==> src/rtl/interfaz_pkg.sv <==
// Definitions shared by the debug-link UART interfaces (word transmit and receive sides):
// FSM states, data widths and the default ASCII offset.
package interfaz_pkg;

  localparam int WORD_W = 32;
  localparam int BYTE_W = 8;

  // The receive side subtracts this same offset, so keep both sides on one definition.
  localparam logic [BYTE_W-1:0] DEFAULT_ASCII_OFFSET = 8'd48;

  typedef enum logic [1:0] {
    IDLE  = 2'd0,
    ISSUE = 2'd1,
    WAIT  = 2'd2,
    DONE  = 2'd3
  } tx_state_e;

endpackage

==> src/rtl/uart_word_tx.sv <==
// Serialises 32-bit words into ASCII-offset bytes, MSB first, over a start/done UART handshake,
// and counts the completed words on tx_address.
module uart_word_tx
  import interfaz_pkg::*;
#(
  parameter int unsigned       BYTES_PER_WORD = 4,
  parameter logic [BYTE_W-1:0] ASCII_OFFSET   = DEFAULT_ASCII_OFFSET
) (
  input  logic              clk,
  input  logic              reset,
  input  logic              word_valid,
  input  logic [WORD_W-1:0] word_data,
  output logic              word_ready,
  output logic              tx_start,
  output logic [BYTE_W-1:0] tx_data,
  input  logic              tx_done,
  output logic              busy,
  output logic              sent,
  output logic [WORD_W-1:0] tx_address
);

  localparam int               CNT_W    = 2;
  localparam logic [CNT_W-1:0] LAST_IDX = CNT_W'(BYTES_PER_WORD - 1);

  tx_state_e         state_q;
  logic [WORD_W-1:0] shreg_q;
  logic [CNT_W-1:0]  cnt_q;
  logic [BYTE_W-1:0] tx_data_q;
  logic              tx_start_q;
  logic              sent_q;
  logic              word_ready_q;
  logic              busy_q;
  logic [WORD_W-1:0] tx_address_q;

  // NOTE: every register here is written with <= so all updates in a cycle see the
  // pre-edge values; blocking assignments would make the shift/offset order-dependent.
  always_ff @(posedge clk or posedge reset) begin
    if (reset) begin
      state_q      <= IDLE;
      shreg_q      <= '0;
      cnt_q        <= '0;
      tx_data_q    <= '0;
      tx_start_q   <= 1'b0;
      sent_q       <= 1'b0;
      word_ready_q <= 1'b1;
      busy_q       <= 1'b0;
      tx_address_q <= '0;
    end else begin
      tx_start_q <= 1'b0;
      sent_q     <= 1'b0;
      case (state_q)
        IDLE: begin
          if (word_valid) begin
            state_q      <= ISSUE;
            shreg_q      <= word_data;
            cnt_q        <= '0;
            tx_data_q    <= word_data[WORD_W-1 -: BYTE_W] + ASCII_OFFSET;
            tx_start_q   <= 1'b1;
            word_ready_q <= 1'b0;
            busy_q       <= 1'b1;
          end
        end
        ISSUE: state_q <= WAIT;
        WAIT: begin
          if (tx_done) begin
            if (cnt_q == LAST_IDX) begin
              state_q <= DONE;
              sent_q  <= 1'b1;
            end else begin
              // The byte after the current one sits just below the top of the shift register.
              state_q    <= ISSUE;
              shreg_q    <= shreg_q << BYTE_W;
              cnt_q      <= cnt_q + 1'b1;
              tx_data_q  <= shreg_q[WORD_W-BYTE_W-1 -: BYTE_W] + ASCII_OFFSET;
              tx_start_q <= 1'b1;
            end
          end
        end
        DONE: begin
          state_q      <= IDLE;
          tx_address_q <= tx_address_q + 1'b1;
          word_ready_q <= 1'b1;
          busy_q       <= 1'b0;
        end
        default: state_q <= IDLE;
      endcase
    end
  end

  assign word_ready = word_ready_q;
  assign tx_start   = tx_start_q;
  assign tx_data    = tx_data_q;
  assign busy       = busy_q;
  assign sent       = sent_q;
  assign tx_address = tx_address_q;

endmodule

==> config.mk <==
export PLATFORM = sky130hd
export DESIGN_NAME = uart_word_tx
export DESIGN_NICKNAME = d
export VERILOG_FILES = /design/src/rtl/interfaz_pkg.sv /design/src/rtl/uart_word_tx.sv
export SDC_FILE = /design/constraint.sdc
export NUM_CORES = 1
export LEC_CHECK = 0
export BUFFER_PORTS_ARGS = -buffer_cell sky130_fd_sc_hd__clkbuf_2
export CORE_ASPECT_RATIO = 0.8
export CORE_MARGIN = 5
export CORE_UTILIZATION = 25
export DETAILED_ROUTE_END_ITERATION = 7
export MAX_ROUTING_LAYER = met4
export PLACE_DENSITY = 0.49
export RECOVER_POWER = 25
export SLEW_MARGIN = 20
export SYNTH_ARGS = -nofsm -noshare
export SYNTH_HDL_FRONTEND = slang
export SYNTH_SLANG_ARGS = --single-unit
==> constraint.sdc <==
create_clock -name clk -period 3.5 [get_ports clk]
set_clock_uncertainty 0.15 [all_clocks]
set_input_delay 0.7 -clock clk [delete_from_list [all_inputs] [get_ports clk]]
set_output_delay 0.7 -clock clk [all_outputs]
set_load 0.01 [all_outputs]
==> results.py <==
metrics = {
    "synthesis": {
        "synthArstFlopShare_pct": 100,
        "netlist_instances": 325,
        "ys_warn_count": 0,
        "synth_edf_count": 0,
        "synth.ff_latch_count": 72,
        "netlist_area_sq_um": 3360,
        "synth_cell_type_count": 39,
        "synth-main-ff-cell": "dfrtp_1",
        "syn_area_per_cell_sq_um": 10.3,
        "syn-num-nets": 364,
        "ys_seq_area_share_pct": 53.6,
    },
    "layout": {
        "n_antenna_cell": 0,
        "finish.utilization_pct": 31.8,
        "final_nets": 439,
        "fillers": 1374,
        "area_growth_pct": 23.0,
        "drive_above_1_share_pct": 27.2,
    },
    "setup_path": {
        "path_class": "reg -> reg",
        "cp-end-kind": "flop",
        "critPathMaxStageDelay_ns": 0.59,
        "cp.arrival_ns": 2.32,
        "path_max_fanout": 44,
        "crit_path_start_kind": "flop",
        "slowest_stage": "dfrtp_1",
        "cp.required_ns": 3.54,
        "path_cells": "and2b_2, o2bb2ai_4, inv_4, nor2_1, a31oi_1",
    },
    "global_route": {
        "antenna_found_initial": 0,
        "grt_pass1_vias": 2629,
        "grt_pass1_wl_microns": 13600,
        "grtUsageTotal_pct": 10.9,
        "grt_max_degree": 45,
        "grt-ovfl-total": 0,
    },
    "clocking": {
        "clockBufferDepth": 2,
        "cts_hold_buf": 0,
        "post_cts_buffers": 0,
        "clk_latency_ns": 0.33,
        "ctsResizeCount": 0,
        "clk_pin_slew_worst_paths_ns": 0.06,
        "cts_sinks": 72,
        "cts_tree": "done",
        "cts_root_buf": "clkbuf_16",
        "numCtsBuffers": 9,
        "htreeDepth": 3,
    },
    "timing": {
        "tns_ns": 0,
        "worst_pin_slew_ns": 1.37,
        "max_clock_freq_ghz": 0.439,
        "hold_viol": 0,
        "min_period_ns": 2.28,
        "slew_viol_final": 0,
        "rsz0062_at_grt": "false",
        "setup_viol": 0,
        "finalCritPeriodShare_pct": 65.1,
        "maxSlewHeadroom_pct": 8.67,
    },
    "drt": {
        "viasPerCell": 4.40,
        "vias": 2545,
        "dr.pass1.iters": 4,
        "wl_per_cell_microns": 14.4,
        "drt-initial-drc-count": 152,
        "drt.antenna.violating_nets": 0,
        "wirelength_microns": 8360,
        "drc": 0,
    },
    "min_path": {
        "hold_class": "reg -> reg",
    },
    "floorplan": {
        "io_pins": 80,
        "die_area_sq_um": 15900,
        "start_util_pct": 25.8,
        "core-area_sq_um": 13000,
        "row_count": 37,
        "chipWidth_microns": 140,
        "fp.dieH_microns": 114,
    },
    "status": {
        "outcome": "complete, no violations",
    },
    "pwr": {
        "irDropWorstVdd_mv": 0.233,
        "p_leak_nw": 2.06,
        "pwr_density_cell_nw_per_um2": 703,
    },
    "place": {
        "place.detailed.hpwl_microns": 5990,
        "io_buffers": 79,
        "gp_congestion": 0.750,
    },
    "flow_run": {
        "cap_violations": 0,
    },
}
## worst max-delay path: cells and delay by family, from the launching register on
family,cells,cell delay (ns)
AND/OR/NAND/NOR,2,0.75
buffers and inverters,1,0.27
flip-flops,1,0.59
AO/OA/AOI/OAI,2,0.36
## worst paths after layout
| check | from | end | slack (ns) | cells after the start |
|---|---|---|---|---|
| max | state_q[1] | shreg_q[11] | 1.22 | 5 |
| min | tx_address[31] | tx_address[31] | 0.33 | 1 |
| max reg2reg | state_q[1] | shreg_q[11] | 1.22 | 5 |
| min reg2reg | tx_address[31] | tx_address[31] | 0.33 | 1 |
| max in group asynchronous | reset | word_ready | 1.70 | 3 |
| min in group asynchronous | reset | tx_address[17] | 0.59 | 2 |
## logic make-up after synthesis
logic type	share of synthesized area, %
compound gates	8.37
xor+xnor	8.60
fa+ha+maj	1.12
buf+inv	4.43
flops	53.6
mux	1.82
simple gates	22.0
## per-layer routing
metal / routed length, microns / GRT usage (%)
met1: 4190 / 15.4
met2: 3740 / 15.4
met3: 260 / 2.01
met4: 167 / 4.78
met5: 0 / -
## flip-flops by register name, indices dropped and copies added, names as in the netlist
signal	flops
tx_data	8
state_q	2
word_ready	1
shreg_q	24
tx_start	1
tx_address	32
sent	1
cnt_q	2
busy	1
## Yosys cell counts, drive strengths merged, types with 3 or more instances
library cell / number / area [sq um]
nor2: 30 / 113
a22o: 8 / 70.1
a31oi: 20 / 125
inv: 8 / 32.5
ha: 3 / 37.5
o21ai: 8 / 40.0
mux2i: 5 / 50.1
nand3: 11 / 55.1
xor2: 19 / 166
nor3: 8 / 40.0
dfrtp: 71 / 1780
buf: 12 / 97.6
nand4: 9 / 68.8
nand2: 63 / 236
and3: 6 / 42.5
nor4: 5 / 58.8
clkbuf: 5 / 18.8
xnor2: 14 / 123
and4: 6 / 56.3
## per-stage QoR
step	cells	hold slack [ns]	total power, mW	setup WS [ns]	instance area [sq um]
4_1_cts	579	0.333	2.96	1.17	4140
6_report	579	0.329	2.91	1.22	4140
3_5_place_dp	564	0.319	2.14	1.07	3890
3_3_place_gp	564	0.311	2.12	1.17	3890
5_1_grt	579	0.343	3.13	1.03	4140
2_1_floorplan	325	0.293	1.91	0.827	3360
## final cells by class
cell class                      instances  area (sq um)  share of cell area (%)
Inverter                                8          32.5                   0.786
Tap cell                              175           219                    5.29
Multi-Input combinational cell        228          1410                    34.0
Timing Repair Buffer                   81           423                    10.2
Clock inverter                          5          25.0                   0.605
Clock buffer                           10           229                    5.54
Sequential cell                        72          1800                    43.6
## report_power, final
group	leakage [nW]	switching (mW)	internal [mW]
clock network	0.132	0.343	0.469
registers	0.912	0.190	1.08
logic	1.01	0.486	0.343
total	2.06	1.02	1.89
## placed cells by master, fill, tap and decap left out, types with 2 or more instances in the layout
cell type	synthesis	final
a21oi_1	2	2
a22o_1	8	8
a31oi_1	20	20
and2_1	2	2
and3_1	5	6
and4_1	4	4
clkbuf_16	0	9
clkbuf_2	0	79
clkinv_2	0	5
dfrtp_1	71	71
ha_1	3	3
inv_1	7	7
mux2i_1	5	5
nand2_1	63	63
nand3_1	11	11
nand4_1	7	7
nand4_2	2	2
nor2_1	30	30
nor3_1	8	8
nor4_1	2	2
nor4_2	2	2
o21ai_0	8	8
xnor2_1	14	14
xor2_1	19	19
Power figures use the tool's default switching activity.
